--- config.mk ---
export PLATFORM = sky130hd
export DESIGN_NAME = ysyx_23060184_ifu
export DESIGN_NICKNAME = d
export VERILOG_FILES = /design/src/rtl/ysyx_23060184_ifu.sv
export SDC_FILE = /design/constraint.sdc
export NUM_CORES = 1
export LEC_CHECK = 0
export ABC_AREA = 1
export BUFFER_PORTS_ARGS = -buffer_cell sky130_fd_sc_hd__buf_2
export CORE_MARGIN = 8
export CORE_UTILIZATION = 35
export CTS_BUF_LIST = sky130_fd_sc_hd__clkbuf_4 sky130_fd_sc_hd__clkbuf_8
export DETAILED_ROUTE_END_ITERATION = 6
export PLACE_DENSITY = 0.58
export SLEW_MARGIN = 20
export SYNTH_ARGS = -nofsm -noshare
export SYNTH_HDL_FRONTEND = slang
export SYNTH_SLANG_ARGS = --single-unit
--- constraint.sdc ---
create_clock -name clk -period 2.3 [get_ports clk]
set_input_delay 0.115 -clock clk [delete_from_list [all_inputs] [get_ports clk]]
set_output_delay 0.115 -clock clk [all_outputs]
set_load 0.05 [all_outputs]
--- src/rtl/ysyx_23060184_ifu.sv ---
// Instruction fetch unit: takes one PC at a time, reads the instruction
// over an AXI-lite style read channel and hands it to decode.
module ysyx_23060184_ifu #(
    parameter int DATA_WIDTH = 32
) (
    input  logic                  clk,
    input  logic                  rstn,
    input  logic [DATA_WIDTH-1:0] PC,
    input  logic                  Pvalid,
    output logic                  Iready,
    input  logic                  Branch,
    output logic [DATA_WIDTH-1:0] araddr,
    output logic                  arvalid,
    input  logic                  arready,
    input  logic [DATA_WIDTH-1:0] rdata,
    input  logic [1:0]            rresp,
    input  logic                  rvalid,
    output logic                  rready,
    output logic [DATA_WIDTH-1:0] inst,
    output logic [DATA_WIDTH-1:0] IPC,
    output logic                  Ifault,
    output logic                  Ivalid,
    input  logic                  Dready,
    output logic [DATA_WIDTH-1:0] fetch_cnt
);

    typedef enum logic [1:0] {
        IDLE,
        AR,
        R,
        OUT
    } state_t;

    state_t state;
    logic   kill;
    logic   kill_next;

    assign Iready    = (state == IDLE);
    assign kill_next = kill | Branch;

    always_ff @(posedge clk or negedge rstn) begin
        if (!rstn) begin
            state     <= IDLE;
            arvalid   <= 1'b0;
            rready    <= 1'b0;
            Ivalid    <= 1'b0;
            Ifault    <= 1'b0;
            inst      <= '0;
            IPC       <= '0;
            araddr    <= '0;
            fetch_cnt <= '0;
            kill      <= 1'b0;
        end else begin
            unique case (state)
                IDLE: begin
                    if (Pvalid && !Branch) begin
                        IPC    <= PC;
                        araddr <= PC;
                        if (PC[1:0] == 2'b00) begin
                            arvalid <= 1'b1;
                            state   <= AR;
                        end else begin
                            inst   <= '0;
                            Ifault <= 1'b1;
                            Ivalid <= 1'b1;
                            state  <= OUT;
                        end
                    end
                end
                AR: begin
                    // a redirect cannot retract arvalid, so remember it
                    kill <= kill_next;
                    if (arready) begin
                        arvalid <= 1'b0;
                        rready  <= 1'b1;
                        state   <= R;
                    end
                end
                R: begin
                    if (rvalid) begin
                        rready <= 1'b0;
                        kill   <= 1'b0;
                        if (kill_next) begin
                            state <= IDLE;
                        end else begin
                            inst   <= rdata;
                            Ifault <= (rresp != 2'b00);
                            Ivalid <= 1'b1;
                            state  <= OUT;
                        end
                    end else begin
                        kill <= kill_next;
                    end
                end
                OUT: begin
                    if (Branch) begin
                        Ivalid <= 1'b0;
                        state  <= IDLE;
                    end else if (Dready) begin
                        Ivalid    <= 1'b0;
                        fetch_cnt <= fetch_cnt + DATA_WIDTH'(1);
                        state     <= IDLE;
                    end
                end
                default: state <= IDLE;
            endcase
        end
    end

endmodule

Word-level counts from Yosys, hierarchy flattened --
Index checks and enable logic that the tools add are counted.
Cells by class: add/sub/neg operators 1, bitwise operators 2, multiplexer cells 32, reduce and logical (&&, ||, !) cells 16, equality and inequality tests 10
Operator list (count):
- $mux W32 | 4
- $pmux W32 S2 | 1
- $add A32 B1 Y32 const B | 1
- $mux W1 | 14
- $mux W2 | 7
- $ne A2 B2 Y1 const B | 4
- $pmux W1 S2 | 4
- $pmux W2 S4 | 1
- $reduce_and A4 Y1 | 2
- $reduce_bool A2 Y1 | 4
- $reduce_and A3 Y1 | 2
- $reduce_and A6 Y1 | 1
- $reduce_and A5 Y1 | 1
- $eq A2 B2 Y1 const B | 2
- $logic_not A2 Y1 | 2
- $ne A2 B1 Y1 const B | 2
- $ne A3 B3 Y1 const B | 1
- $pmux W1 S3 | 1
- $reduce_bool A3 Y1 | 1
- $eq A2 B1 Y1 const B | 1
- $reduce_and A2 Y1 | 1
- $logic_and A1 B1 Y1 | 1
- $logic_not A1 Y1 | 1
- $not A1 Y1 | 1
- $or A1 B1 Y1 | 1
Storage, ports and cells: word-level logic and storage cells 70, output and inout port bits 133, register bits after elaboration 103, input port bits 73

Logic depth before layout (Yosys ltp) --
Gate-level depths: netlist of the first run.
word-level depth 4, mapped depth 11, gate-level depth less buffers 9

Least setup slack after synthesis of the first run --
No wires, ideal clock.
path kind reg2reg, start point register state[0], end point register IPC[10], required time 2175 ps, cell stages (with the launch flop) 6, path buffers 1, library setup time 125 ps, data arrival time 1905 ps, clock period less this slack 2029 ps, slack 271 ps, cell sequence dfrtp_1 -> inv_1 -> ha_1 -> nand3_1 -> buf_2 -> mux2_2
Between the ends: word-level cells in the longest chain between the ends 2
RTL lines:
- from (decl) | line 34 | state_t state;
- from (signal assigned) | line 43 | state <= IDLE;
- from (signal assigned) | line 61 | state <= AR;
- from (signal assigned) | line 66 | state <= OUT;
- $logic_not A2 Y1
- named net Iready | line 10 | output logic Iready,
- $reduce_and A2 Y1 (no source line)
- to (signal assigned) | line 49 | IPC <= '0;
- to (signal assigned) | line 57 | IPC <= PC;
- to (decl) | line 20 | output logic [DATA_WIDTH-1:0] IPC,
The timed path passes the listed nets, and every way through them passes these cells. A chain may end at the register's enable or synchronous reset.

Final worst setup path of the first run --
start point register state[0], end point register inst[24]
Between the ends: word-level cells in the longest chain between the ends 3, elaborated cells on any way between the ends 9, those cells by class eq/ne: 5; mux: 1; reduce/logical: 3
RTL lines:
- $eq A2 B2 Y1 or $logic_not A2 Y1 (tied branches) | line 54 | unique case (state)
- $ne A2 B2 Y1 (no source line) (tied with other cells)
- $reduce_and A5 Y1 (no source line)
- to (signal assigned) | line 86 | inst <= rdata;
- to (decl) | line 19 | output logic [DATA_WIDTH-1:0] inst,
Parallel ways exist; a longest one is shown, timed or not.

==> impl_results.md, run 1 <==
- Max Freq: roughly 0.5 GHz
- Diode count: 0
- Core box area: about 14000 um^2
- Post-synth top area share: 0.529
- Run status: complete, no violations
- Synthesis-to-layout area growth: 36.3%
- First-pass GRT wire length: between 20000 and 25000 um
- Vias in the first global route: approximately 4400
- Fill count: 1295
- Fin area: between 6000 and 7000 um^2
- Detailed Route Iter0 Violations: ~170
- Mapped Nets: ~600
- Top Ports: between 200 and 250
- Synth area leaders: dfrtp_1, nand2_1, mux2_2
- Dpl ws: between 0.3 and 0.4 ns
- Part of the cycle the worst path needs: 0.873
- Initial antenna violation count: 0
- DRT antenna net count: 0
- Final hold viol count: 0
- DP Cell Count: around 860
- Worst EP arrival: 2.30 ns
- Yosys warnings: 0
- CTS tree: yes
- H-tree Lvls: 3
- Post-cts gate resize count: 0
- Worst-margin pin slew: about 0.66 ns
- Hold Crit Class: in2reg
- Count of final setup violators: 0
- DR vias/cell: about 4.5
- Tmin final: about 2.0 ns
- CTS Hold Bufs: 62
- #FFs+latches synth: between 100 and 150
- Mean Syn Cell Area: 9.36 um^2
- Seq/Total Area, Yosys: 0.529
- Register area: approximately 2600 um^2
- Grt ovf: 0
- Clock skew: roughly 0.013 ns
- Netlist cell types: 29
- Setup bufs post-CTS: 0
- Final-stage net count: about 840
- RSZ-0062 raised after global routing: no
- Post-Route WL: between 10000 and 15000 um
- Startpoint types: register
- Critical path class: reg2reg
- Clock Latency Late Sink: between 0.3 and 0.4 ns
- GRT Resource Usage Total: 0.150
- Number of enable flip-flop cells after synthesis: 0
- Power after layout: roughly 9 mW
- Hpwl dp: ~10000 um
- Gate Count Post-Synth: 520
- Routed WL per cell: 14.6 um
- Clk buf depth: 2
- Crit end category: register
- Drc violations: 0
- Multi-input gate area: between 1500 and 2000 um^2
- Row count: 43
- Routed vias: roughly 4300
- Die Y: between 100 and 150 um
- Final Non-Filler Cells: 940
- Placed instance area: 5850 um^2
- LEAKAGE: between 3 and 4 nW
- Top_reg_cell synth: dfrtp_1
- DRT Pass-1 Iters: 4
- Largest net degree at the start of global routing: 55
- Root Driver: clkbuf_8
- RePlAce Congestion: approximately 0.86
- Die Wd: between 100 and 150 um
- Fin Hold WS: approximately 0.028 ns
- Power density cells: 1350 nW/um^2
- Num Clock Sinks: approximately 100
- Largest fanout on the critical path: 51
- Yosys top cell by area: dfrtp_1
- Fraction of layout cells with a size suffix above 1: 0.345
- Die area: 17900 um^2
- CTS buffer count: 9
- Clock slew at reported path FFs: approximately 0.090 ns
- Async S/R FF share, synth: 1.00
- Rel. slew slack: 0.560
- TNS Setup: 0 ns
- Initial Utilization: 0.355
- Port Buffer Count: just over 200
- Utilization after layout: 0.484
- Worst vdd ir: 531 uV
- Final Max Tran Viols: 0
- Syn Std Cell Area: between 4000 and 5000 um^2
- Max Cap Violations: 0
- CP required: between 2 and 3 ns
- Setup ws final: 0.293 ns
-- area by class of cell --
class                      count  area share
timing repair buffer         271       0.257
inverter                      39      0.0221
tap                          180      0.0339
multi-input combinational    332       0.273
sequential                   103       0.389
clock buffer                  11      0.0219
clock inverter                 4     0.00339
-- worst max-delay path: stages, from the launching register on --
cell and delay (ns):
dfrtp_1 0.43, inv_1 0.11, ha_1 0.36, nand3_1 0.18, o21a_1 0.19, o211ai_4 0.22, buf_12 0.28, nand2_1 0.07
o21ai_1 0.08
-- cells in the final DEF (no fill, tap or decap), types with 6 or more instances in the layout --
master,synthesis,final
xor2_1,10,10
dfrtp_1,103,103
xnor2_1,11,11
clkbuf_8,0,10
o21ai_0,13,13
ha_1,6,6
buf_2,5,204
nand4_1,12,12
nor3_1,13,13
nor2_1,38,38
o21ai_1,27,27
mux2_2,30,30
dlygate4sd3_1,0,62
nand2_1,136,136
nand3_1,22,22
inv_1,37,37
-- sequential cells by signal (all words and copies together) (netlist names) --
signal     flops
inst          32
Ivalid         1
state          2
fetch_cnt     32
IPC           32
kill           1
arvalid        1
rready         1
Ifault         1
-- Yosys cell counts (5+ instances only) --
cell type  number
mux2_2         30
xnor2_1        11
nor2_1         38
nor3_1         13
buf_6           5
o21ai_1        27
o21ai_0        13
ha_1            6
dfrtp_1       103
inv_1          37
nand4_1        12
xor2_1         10
buf_4          33
nand3_1        22
buf_2           5
nand2_1       136
-- cell families after synthesis --
group                    after synthesis  share of synthesized area
AND/OR/NAND/NOR                      228                      0.196
flip-flops                           103                      0.529
buffers and inverters                 85                      0.100
AO/OA/AOI/OAI                         47                     0.0517
multiplexers                          30                     0.0694
XOR/XNOR                              21                     0.0378
adder cells (fa/ha/maj)                6                     0.0154
-- final timing paths --
kind | end | slack [ns] | cells past startpoint | from
min | inst[30] | 0.03 | 3 | rdata[30]
max reg2reg | inst[24] | 0.29 | 8 | state[0]
max in group asynchronous | IPC[11] | 1.26 | 3 | rstn
min reg2reg | Ivalid | 0.48 | 2 | Ivalid
max | inst[24] | 0.29 | 8 | state[0]
min in group asynchronous | inst[17] | 0.30 | 2 | rstn
-- report_power, final --
part	switching, mW	internal [mW]
registers	0.346	2.32
clock network	0.604	0.424
logic	4.01	1.25
total	4.96	4.00
-- layer usage --
metal / global-route usage / vias up / routed length, um
li1: - / 2112 / -
met1: 0.172 / 2000 / 5580
met2: 0.260 / 140 / 6980
met3: 0.0337 / 23 / 852
met4: 0.0724 / 0 / 343
met5: 0 / - / 0
Note: power is estimated with default switching activity, not from simulation.
==> inputs of run 2 (changes only) <==
- CELL_PAD_IN_SITES_DETAIL_PLACEMENT: not set -> 0
- CELL_PAD_IN_SITES_GLOBAL_PLACEMENT: not set -> 2
- CORE_ASPECT_RATIO: not set -> 1.75
- CORE_UTILIZATION: 35 -> 28
- PLACE_DENSITY: 0.58 -> 0.78
==> run 2 against run 1 <==
Net effect:
- cell count increased by 5.9%
- design area increased by 1.3%
- first-iteration DRC count decreased by 7.7%
- non-clock buffer count increased by 2
- worst hold slack about the same
- clock skew increased by 0.0048 ns
- routed wire length increased by 14%
- largest cell class unchanged
- via count increased by 1.9%
- clock-buffer cell count decreased by 2
- sequential power about the same
- maximum frequency increased by 4.5%
- global-route usage decreased by 0.89 points
- highest routed layer unchanged
==> impl_results.md, run 2 (same netlist as run 1, synthesis figures left out) <==
- Power after layout: approximately 9.1 mW
- RePlAce Congestion: a little over 0.8
- Run status: complete, no violations
- DR vias/cell: roughly 4.4
- Clk buf depth: 2
- Clock Latency Late Sink: ~0.37 ns
- Final Non-Filler Cells: 995
- First-pass GRT wire length: 24500 um
- Worst path bufs/invs: 2
- Commonest non-fill, non-tap cell in the layout: buf_2
- DRT antenna net count: 0
- Largest net degree at the start of global routing: 67
- Slowest CP cell: dfrtp_1
- Final-stage net count: ~840
- Die area: between 20000 and 25000 um^2
- Met2 usage: 0.277
- Max Cap Violations: 0
- Part of the cycle the worst path needs: 0.835
- Clock slew at reported path FFs: between 0.1 and 0.15 ns
- Top Registers: IPC: 32 flops, fetch_cnt: 32 flops, inst: 32 flops
- RSZ-0062 raised after global routing: no
- Setup ws final: ~0.38 ns
- LEAKAGE: roughly 3.4 nW
- Die Wd: approximately 120 um
- Tmin final: ~1.9 ns
- Grt ovf: 0
- Crit. path cell count: 8
- H-tree Lvls: 3
- Worst-margin pin slew: between 0.6 and 0.7 ns
- Largest fanout on the critical path: 66
- Clock skew: approximately 0.018 ns
- Hpwl dp: 12000 um
- Max Freq: 0.521 GHz
- Critical path class: reg2reg
- Startpoint types: register
- Setup bufs post-CTS: 0
- Routed WL per cell: between 15 and 20 um
- CTS tree: yes
- Fraction of layout cells with a size suffix above 1: 0.346
- CTS Hold Bufs: 63
- Detailed Route Iter0 Violations: 156
- GR peak layer: met2
- Count of final setup violators: 0
- DP Cell Count: roughly 900
- TNS Setup: 0 ns
- CTS buffer count: 9
- Hold-critical path depth: 3
- Hold Crit Class: in2reg
- Fin area: 6720 um^2
- Vias in the first global route: approximately 4600
- Initial antenna violation count: 1
- Final Max Tran Viols: 0
- Synthesis-to-layout area growth: 38.1%
- Most frequent cells in the layout: buf_2, nand2_1, dfrtp_1
- GR Util met3: 0.0270
- CP required: 2.60 ns
- Worst vdd ir: a little over 900 uV
- Top Ports: roughly 210
- Num Clock Sinks: roughly 100
- Post-cts gate resize count: 0
- Post-Route WL: about 16000 um
- Core box area: about 17000 um^2
- Final hold viol count: 0
- Utilization after layout: 0.389
- Worst EP arrival: roughly 2.2 ns
- Drc violations: 0
- Die Y: around 190 um
- Placed instance area: about 5900 um^2
- Routed vias: 4357
- Root Driver: clkbuf_8
- Dpl ws: approximately 0.40 ns
- CP delay by family, top: flip-flops
- GR Layer Usage met1: 0.138
- Initial Utilization: 0.281
- Fin Hold WS: 0.0286 ns
- DRT Pass-1 Iters: 4
- Port Buffer Count: slightly above 200
- CP cell instances: inv_1, ha_1, nand3_1, o21a_1, o211ai_4, buf_12, nand2_1, o21ai_1
- Largest stage delay, worst path: between 0.4 and 0.5 ns
- Row count: 64
- GRT Resource Usage Total: 0.141
- Crit end category: register
- Reg2Reg Depth: 8
- Power density cells: roughly 1400 nW/um^2
- Rel. slew slack: 0.551
-- run 2: cell count changes in the layout (fill, tap and decap cells not counted) --
cell,delta
buf_12,-1
buf_4,+2
clkbuf_4,-1
clkbuf_8,-1
clkinv_2,-2
diode_2,+1
dlygate4sd3_1,+1
inv_6,+3
inv_8,+2
-- run 2: final cells by class --
cell class | count | area [um^2]
Antenna cell | 1 | 2.50
Clock buffer | 9 | 124
Clock inverter | 7 | 61.3
Fill cell | 1799 | 10600
Inverter | 39 | 146
Multi-Input combinational cell | 332 | 1810
Sequential cell | 103 | 2580
Tap cell | 231 | 289
Timing Repair Buffer | 273 | 1710
-- run 2: worst paths after layout --
path | start | endpoint | slack (ns)
worst min register to register | inst[25] | inst[25] | 0.49
max in group asynchronous | rstn | IPC[0] | 1.38
worst max-delay path | state[1] | inst[9] | 0.38
worst min-delay path | rdata[25] | inst[25] | 0.03
worst max register to register | state[1] | inst[9] | 0.38
min in group asynchronous | rstn | fetch_cnt[28] | 0.07
-- run 2: metal layers --
layer  wire (um)  up-vias  share of wire
met3        1080       18          0.069
met5           0        -              0
li1            -     2122              -
met4         431        0          0.028
met2        8740      143           0.56
met1        5390     2074           0.34
-- run 2: report_power, final --
part / switching, mW / internal (mW) / total [mW] / leakage [nW]
clock: 0.688 / 0.420 / 1.11 / 0.0945
sequential: 0.365 / 2.32 / 2.69 / 1.32
combinational: 4.05 / 1.25 / 5.30 / 2.00
total: 5.10 / 3.99 / 9.10 / 3.41
-- run 2: worst register-to-register path: cells and delay by family (launching register included) --
| kind | cells | cell delay, ns |
|---|---|---|
| fa+ha+maj | 1 | 0.36 |
| compound gates | 3 | 0.40 |
| flops | 1 | 0.42 |
| simple gates | 2 | 0.31 |
| buf+inv | 2 | 0.38 |
==> inputs of run 3 (changes only) <==
- CORE_UTILIZATION: 28 -> 25
- PLACE_DENSITY: 0.78 -> 0.73
- clock period: 2.3 -> 1.7 ns (I/O delays scaled with it)
==> run 3 against run 2 <==
Net effect:
- the flow now finishes with violations (negative setup slack)
- clock power grew 46%
- core utilization grew 0.53 points
- via count grew 4.3%
- critical path type unchanged
- largest cell class unchanged
==> impl_results.md, run 3 (same netlist as run 1, synthesis figures left out) <==
- Final hold viol count: 0
- Largest fanout on the critical path: 6
- Max Cap Violations: 0
- Utilization after layout: 0.394
- RSZ-0062 raised after global routing: yes
- Top routing layer used: met5
- Most frequent cells in the layout: buf_2, nand2_1, dfrtp_1
- Final-stage net count: roughly 880
- DR vias/cell: ~4.4
- CP required: a little under 2 ns
- Failing checks: negative setup slack
- Worst R2R Start: state[0]
- CP cell instances: inv_2, ha_4, inv_4, or2_4, and2_4, o211ai_4, buf_12, clkbuf_16, o21ai_1
- CTS tree: yes
- Clk buf depth: 2
- Worst setup path start: state[0]
- Detailed Route Iter0 Violations: approximately 160
- Die Y: approximately 200 um
- Worst EP arrival: between 1.5 and 2 ns
- First-pass GRT wire length: 26100 um
- Hold Crit Class: in2reg
- GRT Resource Usage Total: 0.135
- Top Registers: IPC: 32 flops, fetch_cnt: 32 flops, inst: 32 flops
- Final Non-Filler Cells: approximately 1000
- Grt ovf: 0
- Fin Hold WS: ~0.036 ns
- Die Wd: 121 um
- TNS Setup: -0.120 ns
- Fraction of layout cells with a size suffix above 1: 0.451
- Setup ws final: -0.0228 ns
- Critical path class: reg2reg
- Clock slew at reported path FFs: 0.11 ns
- Root Driver: clkbuf_8
- Routed vias: 4546
- Final Max Tran Viols: 0
- Power density cells: ~1900 nW/um^2
- Tmin final: roughly 1.7 ns
- Clock skew: 0.0160 ns
- Initial antenna violation count: 1
- Port Buffer Count: 205
- Dpl ws: -0.0352 ns
- Crit end category: register
- Worst path bufs/invs: 4
- WL met2: 9560 um
- Core box area: approximately 19000 um^2
- Num Clock Sinks: 103
- Worst Setup EP: inst[31]
- Reg2Reg Capture Point: inst[31]
- Rel. slew slack: 0.722
- LEAKAGE: between 3 and 4 nW
- Initial Utilization: 0.255
- H-tree Lvls: 3
- Crit. path cell count: 9
- Worst vdd ir: around 1500 uV
- Die area: between 20000 and 25000 um^2
- R2r setup slk: -0.02 ns
- RePlAce Congestion: just over 0.8
- Commonest non-fill, non-tap cell in the layout: buf_2
- Max Freq: between 0.5 and 0.6 GHz
- Part of the cycle the worst path needs: 1.01
- Synthesis-to-layout area growth: 54.7%
- Count of final setup violators: 9
- Row count: between 60 and 70
- CTS buffer count: 9
- Clock Latency Late Sink: approximately 0.37 ns
- Largest net degree at the start of global routing: just over 40
- Slowest CP cell: dfrtp_1
- Routed metal-1 wirelength: just under 6000 um
- Hpwl dp: between 10000 and 15000 um
- DRT antenna net count: 0
- Reg2Reg Depth: 9
- Drc violations: 0
- Largest stage delay, worst path: roughly 0.40 ns
- Startpoint types: register
- Diode count: 0
- Worst-margin pin slew: 0.417 ns
- Top Ports: around 210
- CP delay by family, top: buffers and inverters
- DRT Pass-1 Iters: 4
- Post-Route WL: ~17000 um
- Routed WL per cell: ~16 um
- DP Cell Count: between 900 and 1000
- Fill count: just under 2000
- Vias in the first global route: slightly below 5000
- Metal3 WL: 1190 um
- Run status: finished, violations left
[run 3: cell count changes in the layout (fill, tap and decap cells not counted), sizes merged]
cell / before / now
dlygate4sd3: 63 / 66
clkbuf: 9 / 14
bufinv: 0 / 1
diode: 1 / 0
inv: 44 / 42
clkinv: 1 / 0
buf: 210 / 245
[run 3: what timing repair did]
item | 4_1_cts | 5_1_grt
resized for setup | 9 | 75
hold buffers | 66 | 0
cloned | 3 | 5
buffers inserted | 10 | 3
endpoints found under the hold margin | 88 | 0
endpoints found under the setup margin | 23 | 50
pin swaps | 2 | 4
[run 3: worst min-delay path by stage]
stage | cells past startpoint | startpoint | end
CTS | 3 | PC[1] | IPC[1]
global placement | 1 | rstn | fetch_cnt[3]
detailed placement | 1 | rstn | fetch_cnt[3]
global route | 3 | PC[1] | IPC[1]
floorplan | 0 | rstn | IPC[0]
finish | 3 | PC[1] | IPC[1]
[run 3: stage by stage]
stage               cell area (um^2)  power [mW]
floorplan                       4900        9.75
global placement                6120        10.9
detailed placement              6120        11.0
CTS                             7170        13.6
global route                    7530        15.1
finish                          7530        14.3
[run 3: tightest hold or removal path, stage by stage]
cell and delay [ns]:
buf_2 0.10, inv_1 0.08, o21ai_0 0.09
[run 3: layer usage]
| metal | GRT usage | vias up |
|---|---|---|
| met4 | 0.0492 | 2 |
| li1 | - | 2203 |
| met5 | 0 | - |
| met1 | 0.130 | 2176 |
| met3 | 0.0397 | 18 |
| met2 | 0.258 | 147 |
[run 3: cell type report]
| type | count | area [um^2] | area share |
|---|---|---|---|
| inverters | 39 | 151 | 0.0201 |
| well taps | 241 | 302 | 0.0400 |
| clock inverters | 5 | 63.8 | 0.00847 |
| multi-input cells | 332 | 2060 | 0.274 |
| flip-flops and latches | 103 | 2580 | 0.343 |
| clock buffers | 10 | 138 | 0.0183 |
| repair buffers | 315 | 2230 | 0.296 |
[run 3: power by group]
part	total (mW)	switching, mW	internal, mW	leakage (nW)
registers	3.68	0.530	3.15	1.32
clock network	1.62	0.891	0.731	0.0998
logic	9.00	6.11	2.89	2.38
